===== src/rtl/seq_detect_prog_if.sv =====
// seq_detect_prog_if
//   Bundles the serial input, configuration and result signals of
//   seq_detect_prog. The bench or upstream logic uses the master modport.
//   The detector uses the slave modport.
//   clk and reset are not part of the bundle.
//   Signals:
//     x, x_valid          serial bit and its qualifier
//     cfg_load            one-cycle strobe that loads cfg_pattern/cfg_len/cfg_overlap
//     cfg_pattern         pattern, bit [len-1] received first
//     cfg_len             pattern length (1..MAX_LEN accepted)
//     cfg_overlap         1 = overlapping detection
//     count_clr           synchronous clear of match_count
//     z                   registered one-cycle match pulse
//     match_count         saturating match counter
//     cfg_err             one-cycle pulse when a load is rejected
interface seq_detect_prog_if #(
  parameter int MAX_LEN = 8,
  parameter int CNT_W   = 16
) ();
  localparam int LEN_W = $clog2(MAX_LEN + 1);

  logic               x;
  logic               x_valid;
  logic               cfg_load;
  logic [MAX_LEN-1:0] cfg_pattern;
  logic [LEN_W-1:0]   cfg_len;
  logic               cfg_overlap;
  logic               count_clr;
  logic               z;
  logic [CNT_W-1:0]   match_count;
  logic               cfg_err;

  modport master (
    output x, x_valid, cfg_load, cfg_pattern, cfg_len, cfg_overlap, count_clr,
    input  z, match_count, cfg_err
  );

  modport slave (
    input  x, x_valid, cfg_load, cfg_pattern, cfg_len, cfg_overlap, count_clr,
    output z, match_count, cfg_err
  );
endinterface


===== src/rtl/seq_detect_prog.sv =====
// seq_detect_prog
//   Runtime-programmable serial pattern detector.
//   It detects a pattern of 1..MAX_LEN bits.
//   Overlapping or non-overlapping detection is selectable at run time.
//   Outputs are a registered match pulse and a saturating match counter.
//   Ports:
//     clk    rising-edge clock
//     reset  asynchronous, active-high; clears all state and restores the
//            default configuration
//     bus    seq_detect_prog_if.slave; serial input, config load, results
module seq_detect_prog #(
  parameter int                 MAX_LEN     = 8,
  parameter int                 CNT_W       = 16,
  parameter logic [MAX_LEN-1:0] DEF_PATTERN = 8'b0000_1010,
  parameter int                 DEF_LEN     = 4,
  parameter bit                 DEF_OVERLAP = 1'b0
) (
  input  logic              clk,
  input  logic              reset,
  seq_detect_prog_if.slave  bus
);
  localparam int LEN_W = $clog2(MAX_LEN + 1);

  // Mask selecting the low l bits of a pattern-wide word.
  function automatic logic [MAX_LEN-1:0] len_mask(input logic [LEN_W-1:0] l);
    logic [MAX_LEN-1:0] m;
    for (int i = 0; i < MAX_LEN; i++) begin
      m[i] = (i < int'(l));
    end
    return m;
  endfunction

  // Increment that holds at all-ones instead of wrapping.
  function automatic logic [CNT_W-1:0] sat_inc(input logic [CNT_W-1:0] c);
    return (&c) ? c : c + 1'b1;
  endfunction

  logic [MAX_LEN-1:0] hist;
  logic [LEN_W-1:0]   fill;
  logic [MAX_LEN-1:0] pat;
  logic [LEN_W-1:0]   len;
  logic               ovl;
  logic               z_r;
  logic               err_r;
  logic [CNT_W-1:0]   cnt;

  logic               accept;
  logic               cfg_ok;
  logic [MAX_LEN-1:0] hist_n;
  logic [LEN_W-1:0]   fill_n;
  logic [MAX_LEN-1:0] mask;
  logic               match;

  // Combinational evaluation of the bit presented this cycle
  always_comb begin
    // A load in the same cycle owns the cycle; the serial bit is dropped.
    accept = bus.x_valid & ~bus.cfg_load;
    cfg_ok = (bus.cfg_len != '0) && (bus.cfg_len <= LEN_W'(MAX_LEN));
    hist_n = {hist[MAX_LEN-2:0], bus.x};
    fill_n = (fill == LEN_W'(MAX_LEN)) ? fill : fill + 1'b1;
    mask   = len_mask(len);
    match  = accept && (fill_n >= len) && ((hist_n & mask) == (pat & mask));
  end

  // Register stage: history, config, pulses and counter
  always_ff @(posedge clk or posedge reset) begin
    if (reset) begin
      hist  <= '0;
      fill  <= '0;
      pat   <= DEF_PATTERN;
      len   <= LEN_W'(DEF_LEN);
      ovl   <= DEF_OVERLAP;
      z_r   <= 1'b0;
      err_r <= 1'b0;
      cnt   <= '0;
    end else begin
      z_r   <= match;
      err_r <= bus.cfg_load & ~cfg_ok;
      if (bus.cfg_load) begin
        // A rejected load leaves both config and history untouched.
        if (cfg_ok) begin
          pat  <= bus.cfg_pattern;
          len  <= bus.cfg_len;
          ovl  <= bus.cfg_overlap;
          hist <= '0;
          fill <= '0;
        end
      end else if (accept) begin
        hist <= hist_n;
        // Non-overlap restarts the fill so the next match needs len fresh bits.
        fill <= (match && !ovl) ? '0 : fill_n;
      end
      if (bus.count_clr) begin
        cnt <= '0;
      end else if (match) begin
        cnt <= sat_inc(cnt);
      end
    end
  end

  assign bus.z           = z_r;
  assign bus.cfg_err     = err_r;
  assign bus.match_count = cnt;
endmodule


===== src/flat_wrapper.sv =====
// flat-port wrapper written by rule: the top's interface ports become plain ports
module seq_detect_prog_flat 
#(
  parameter int                 MAX_LEN     = 8,
  parameter int                 CNT_W       = 16,
  parameter logic [MAX_LEN-1:0] DEF_PATTERN = 8'b0000_1010,
  parameter int                 DEF_LEN     = 4,
  parameter bit                 DEF_OVERLAP = 1'b0
)
  (clk, reset, bus_x, bus_x_valid, bus_cfg_load, bus_cfg_pattern, bus_cfg_len, bus_cfg_overlap, bus_count_clr, bus_z, bus_match_count, bus_cfg_err);
  seq_detect_prog_if #(.MAX_LEN(MAX_LEN), .CNT_W(CNT_W)) bus_i ();
  input  logic clk;
  input  logic reset;
  input wire logic [$bits(bus_i.x)-1:0] bus_x;
  input wire logic [$bits(bus_i.x_valid)-1:0] bus_x_valid;
  input wire logic [$bits(bus_i.cfg_load)-1:0] bus_cfg_load;
  input wire logic [$bits(bus_i.cfg_pattern)-1:0] bus_cfg_pattern;
  input wire logic [$bits(bus_i.cfg_len)-1:0] bus_cfg_len;
  input wire logic [$bits(bus_i.cfg_overlap)-1:0] bus_cfg_overlap;
  input wire logic [$bits(bus_i.count_clr)-1:0] bus_count_clr;
  output wire logic [$bits(bus_i.z)-1:0] bus_z;
  output wire logic [$bits(bus_i.match_count)-1:0] bus_match_count;
  output wire logic [$bits(bus_i.cfg_err)-1:0] bus_cfg_err;
  assign bus_i.x = bus_x;
  assign bus_i.x_valid = bus_x_valid;
  assign bus_i.cfg_load = bus_cfg_load;
  assign bus_i.cfg_pattern = bus_cfg_pattern;
  assign bus_i.cfg_len = bus_cfg_len;
  assign bus_i.cfg_overlap = bus_cfg_overlap;
  assign bus_i.count_clr = bus_count_clr;
  assign bus_z = bus_i.z;
  assign bus_match_count = bus_i.match_count;
  assign bus_cfg_err = bus_i.cfg_err;
  seq_detect_prog #(.MAX_LEN(MAX_LEN), .CNT_W(CNT_W), .DEF_PATTERN(DEF_PATTERN), .DEF_LEN(DEF_LEN), .DEF_OVERLAP(DEF_OVERLAP)) u_core (.clk(clk), .reset(reset), .bus(bus_i));
endmodule

===== config.mk =====
export PLATFORM = sky130hd
export DESIGN_NAME = seq_detect_prog_flat
export DESIGN_NICKNAME = d
export VERILOG_FILES = /design/src/rtl/seq_detect_prog_if.sv /design/src/rtl/seq_detect_prog.sv /design/src/flat_wrapper.sv
export SDC_FILE = /design/constraint.sdc
export NUM_CORES = 1
export LEC_CHECK = 0
export CORE_AREA = 2 2 73 75
export DETAILED_ROUTE_END_ITERATION = 12
export DIE_AREA = 0 0 75 77
export PLACE_DENSITY = 0.73
export SKIP_LAST_GASP = 1
export SYNTH_ARGS = -nofsm -noshare
export SYNTH_HDL_FRONTEND = slang
export SYNTH_SLANG_ARGS = --single-unit

===== constraint.sdc =====
create_clock -name clk -period 2.5 [get_ports clk]
set_input_delay 0.375 -clock clk [delete_from_list [all_inputs] [get_ports clk]]
set_output_delay 0.375 -clock clk [all_outputs]
set_load 0.01 [all_outputs]

## After elaboration in Yosys (flattened, before gate mapping)

Cells that the tools add are included.

- Register bits after elaboration: 42
- Output and inout bits: 18
- Word-level logic and storage cells: 53

- Add/subtract/negate cells: 2
- $lt $le $gt $ge: 10
- Equality and inequality tests: 4
- Muxes and demuxes: 11
- Bitwise gates (word level): 6
- Reduce and logical (&&, ||, !) cells: 12

Operators by type and width:

| cell | number |
|---|---|
| 2-to-1 mux 16 bit | 3 |
| 2-to-1 mux 7 bit | 3 |
| 2-to-1 mux 4 bit | 5 |
| adder 16 x 1 -> 16 bit, second input constant | 1 |
| AND 8 bit | 2 |
| < comparator 3 x 4 -> 1 bit, first input constant | 4 |
| AND reduction 16 bit | 1 |
| equality test 8 bit | 1 |
| < comparator 1 x 4 -> 1 bit, first input constant | 2 |
| < comparator 2 x 4 -> 1 bit, first input constant | 2 |
| AND reduction 2 bit | 3 |
| adder 4 x 1 -> 4 bit, second input constant | 1 |
| equality test 4 bit, second input constant | 1 |
| >= comparator 4 bit | 1 |
| <= comparator 4 bit, second input constant | 1 |
| logical AND 1 bit | 4 |
| nonzero test 2 bit | 2 |
| nonzero test 4 bit | 1 |
| AND 1 bit | 2 |
| inequality test 2 x 1 -> 1 bit, second input constant | 1 |
| inequality test 2 bit, second input constant | 1 |
| NOT 1 bit | 2 |
| logical NOT 1 bit | 1 |

## Logic depth before layout (Yosys ltp)

- Depth after elaboration: 9
- Gate-level depth with buffers: 13
- Gate-level depth less buffers: 13

## Least setup slack after synthesis

Ideal clock, no wire load.

- Path kind: reg2reg
- Start: register u_core.fill[0]
- End: register u_core.cnt[10] (netlist: u_core.bus.match_count[10])
- Library setup time: 0.086 ns
- Arrival: 2.326 ns
- Data required time: 2.414 ns
- Path slack: 0.088 ns
- Cell stages (with the launch flop): 13
- Buffers on the path: 0
- Period minus slack after synthesis: 2.412 ns
- Path through: dfrtp_1 -> inv_1 -> ha_1 -> nand2_1 -> nor2_1 -> xnor2_1 -> ha_1 -> nand2b_1 -> a2111o_1 -> nand2_1 -> nor4_1 -> and3_1 -> nor3_1

- Word-level cells in the longest chain between the ends: 7

Ends and longest elaborated chain:

| what | RTL line | source |
|---|---|---|
| start, declared | seq_detect_prog.sv:39 | `logic [LEN_W-1:0] fill;` |
| start signal, assigned | seq_detect_prog.sv:91 | `fill <= (match && !ovl) ? '0 : fill_n;` |
| adder 4 x 1 -> 4 bit or equality test 4 bit (tied branches) | seq_detect_prog.sv:60 | `fill_n = (fill == LEN_W'(MAX_LEN)) ? fill : fill + 1'b1;` |
| 2-to-1 mux 4 bit (*) | seq_detect_prog.sv:60 |  |
| >= comparator 4 bit (*) | seq_detect_prog.sv:62 | `match = accept && (fill_n >= len) && ((hist_n & mask) == (pat & mask));` |
| logical AND 1 bit (*) (2 in a row) | seq_detect_prog.sv:62 |  |
| nonzero test 2 bit (no source line) (*) | -- |  |
| AND reduction 2 bit (no source line) (*) | -- |  |
| end signal, assigned | seq_detect_prog.sv:96 | `cnt <= sat_inc(cnt);` |
| end, declared | seq_detect_prog.sv:45 | `logic [CNT_W-1:0] cnt;` |

Mark *: on every way between the ends. The rest lies on a longest branch, timed or not.
A chain may end at the register's enable or synchronous reset.

## Final worst setup path

- Start: register u_core.fill[1]
- End: register u_core.cnt[9] (netlist: u_core.bus.match_count[9])

The elaborated chain is that of the path after synthesis.

==> out/summary.txt <==
CP endpoint kind - register
Worst slew pin tran - 0.7225 ns
Fmax - 383.8 MHz
Yosys reg bits - 42
Largest family of logic cells by synthesized area - simple AND/OR/NAND/NOR gates
Xor and xnor fraction of the mapped netlist area - 8.042%
Crit path buffers/inverters - 2
Post-Layout Cell Count - 362
TritonCTS clock tree - done
Post-Synth Adder-Cell Area - 3.829%
CP max stage cell - a2111o_1
Gr ovfl total - 0
Top cell type's share of synthesized area - 42.67%
Hold Path Cell Cnt - 1
Synth Area in Compound Gates - 9.136%
# diodes - 0
Synth Area in Simple Gates - 22.87%
# IOs - 37
Hold Crit Class - reg -> reg
Initial antenna violation count - 0
Post-Place Setup Slack - -0.1717 ns
Routed wire length - 5519 um
Clock skew - 0.01250 ns
IO Port Bufs - 36
Max Cap Viol - 0
CP Cell Sequence - inv_1 -> ha_2 -> nand2_2 -> nor2_4 -> xnor2_2 -> ha_1 -> nand2b_4 -> a2111o_1 -> buf_4 -> nand3_1 -> nor4_2 -> xnor2_1 -> nor2_1
Synth warn - 0
Minimum clock period - 2.605 ns
Final setup vio count - 15
Vias in the first global route - 1793
Worst EP required - 2.65 ns
Clock latency on the worst-skew pair - 0.29 ns
Mean post-synth cell area - 9.988 um^2
Synth Net Count - 255
Router iterations before antenna repair - 4
First-pass GRT wire length - 8238 um
RSZ-0062 raised after global routing - yes
Synth area leader - dfrtp_1
Sequential fraction of the synthesis area - 46.12%
Worst Path Max Fanout - 4
Nature of the critical path startpoint - register
Chip Height - 77 um
Commonest non-fill, non-tap cell in the layout - dfrtp_1
Maximum vdd drop - 0.0003523 V
Post-DR vias/cell - 5.381
Final hold viol count - 0
Slew headroom - 51.39%
Worst reg-to-reg setup slack - -0.11 ns
H-tree depth - 2
Via count of the routed design - 1948
Total negative slack - -0.8104 ns
Status - finished with violations
Initial core utilization - 45.95%
Routed length per instance - 15.25 um
Commonest non-fill, non-tap cells in the layout - 39 x dfrtp_1, 36 x clkdlybuf4s50_1, 23 x buf_4, 22 x nand2_1, 21 x nor2_1
Post-synthesis cell type count - 35
HPWL after DPL - 3437 um
Data arrival time of the critical path - 2.76 ns
Clk Tree Root Cell - clkbuf_8
Final GP Congestion - 0.8373
Number of buffers created by CTS - 5
Floorplan row count - 26
CTS Sinks - 42
Final #Nets - 317
Largest net degree at the start of global routing - 43
WP depth - 13
First DRT Iteration DRCs - 128
Layout cells sized above 1 - 25.34%
Core area - 4977 um^2
Failing checks - negative setup slack
Top post-synthesis cells by area - dfrtp_1 43%, xnor2_1 8.0%, nand2_1 3.9%, ha_1 3.8%, nor4_2 3.8%
DRC violations left - 0
PnR worst setup slack - -0.1052 ns
Tcrit/Tclk final - 104.2%
# placed instances - 345
R2R cell count - 13
Pwr Total - 1985 uW
CP top delay family - simple AND/OR/NAND/NOR gates
CTS Buffer Depth - 2
Multiplexer area fraction after synthesis - 6.346%
Gr usage total - 18.39%
Power density over the cells - 630.5 nW/um^2
Synth Instances - 229
Leak Pwr - 0.001224 uW
Max Slew Vio Count - 0
Crit-path max cell delay - 0.48 ns
Die Width - 75 um
Area growth, synth to finish - 37.64%
Post-synth design cell area - 2287 um^2
Full die area - 5775 um^2
Fillers - 404
Critical path class - reg -> reg
Clock transition at path regs - 0.08 ns
Final ANT Viol Nets - 0
-- worst reg2reg max path, delay by kind of cell (launching register included) --
family | cells | cell delay [ns]
adders and majority gates | 2 | 0.43
DFF | 1 | 0.42
buffers and inverters | 2 | 0.23
xor gates and xnor gates | 2 | 0.31
AOI/OAI and AO/OA | 1 | 0.48
and+or+nand+nor | 6 | 0.60
-- through the flow --
| step | util (%) | area (um^2) | hold slack [ns] |
|---|---|---|---|
| finish | 63.25 | 3148 | 0.5008 |
| floorplan | - | 2287 | 0.4657 |
| global route | 63.25 | 3148 | 0.5191 |
| global placement | 56.96 | 2835 | 0.4899 |
| CTS | 59.33 | 2953 | 0.5086 |
| detailed placement | 56.96 | 2835 | 0.4909 |
-- synthesized netlist by cell type --
master / count
nand2b_1: 5
a2111o_1: 2
a21oi_1: 10
o221ai_1: 2
o22ai_1: 1
and4_1: 1
o21a_1: 2
nor3_2: 2
buf_4: 2
nor3b_1: 2
a31o_1: 3
nor4b_2: 2
a31oi_1: 1
buf_1: 2
ha_1: 7
nor2_1: 23
o21ai_1: 7
xnor2_1: 21
nor4_1: 4
buf_2: 1
inv_1: 11
nor4_2: 7
clkbuf_1: 4
mux2i_1: 1
a211oi_1: 4
mux2_2: 5
and3_1: 2
dfstp_2: 3
nand2_1: 24
dfrtp_1: 39
nor2b_1: 2
mux2_1: 7
nand4_1: 3
nand3_1: 10
nor3_1: 7
-- timing repair --
| action | 4_1_cts | 5_1_grt |
|---|---|---|
| gates resized for setup | 4 | 25 |
| hold endpoints to repair | 0 | 0 |
| setup buffers | 1 | 8 |
| pin swaps | 3 | 18 |
| gates cloned | 0 | 1 |
| endpoints found under the setup margin | 14 | 20 |
| hold buffers | 0 | 0 |
-- area by class of cell --
class | count | area [um^2] | share of cell area [%]
clock buffer | 7 | 86.33 | 2.742
clock inverter | 1 | 5.005 | 0.1590
sequential | 42 | 1055 | 33.51
multi-input combinational | 168 | 1286 | 40.86
tap | 70 | 87.58 | 2.782
inverter | 11 | 41.29 | 1.312
timing repair buffer | 63 | 586.8 | 18.64
-- path summary, 6_finish.rpt --
kind                                start                         to
max in group asynchronous           reset  u_core.bus.match_count[3]
max reg2reg                u_core.fill[1]  u_core.bus.match_count[9]
min reg2reg                    u_core.ovl                 u_core.ovl
min                            u_core.ovl                 u_core.ovl
min in group asynchronous           reset             u_core.hist[6]
max                        u_core.fill[1]  u_core.bus.match_count[9]
-- state kept, by name, indices dropped and copies added (netlist names) --
signal,flops
u_core.fill,4
u_core.bus.cfg_err,1
u_core.bus.match_count,16
u_core.hist,7
u_core.bus.z,1
u_core.pat,8
u_core.ovl,1
u_core.len,4
-- where the power goes --
group / total [uW] / leakage [uW] / internal (uW) / switching, uW
Sequential: 817 / 0.000545 / 748 / 68.9
Clock: 450 / 0.0000482 / 223 / 227
Combinational: 718 / 0.000631 / 389 / 329
Total: 1980 / 0.00122 / 1360 / 626
-- metal layers --
| layer | global-route usage (%) | part of all wire [%] | vias to the layer above |
|---|---|---|---|
| met5 | 0 | 0 | - |
| met1 | 22.90 | 42 | 958 |
| met3 | 4.731 | 5.3 | 7 |
| li1 | - | - | 931 |
| met2 | 30.35 | 51 | 52 |
| met4 | 6.250 | 1.2 | 0 |
-- logic make-up after synthesis --
family,Yosys count
AND/OR/NAND/NOR,94
flip-flops,42
AO/OA/AOI/OAI,32
XOR/XNOR,21
buffers and inverters,20
multiplexers,13
adder cells (fa/ha/maj),7
(Power assumes the default switching activity.)
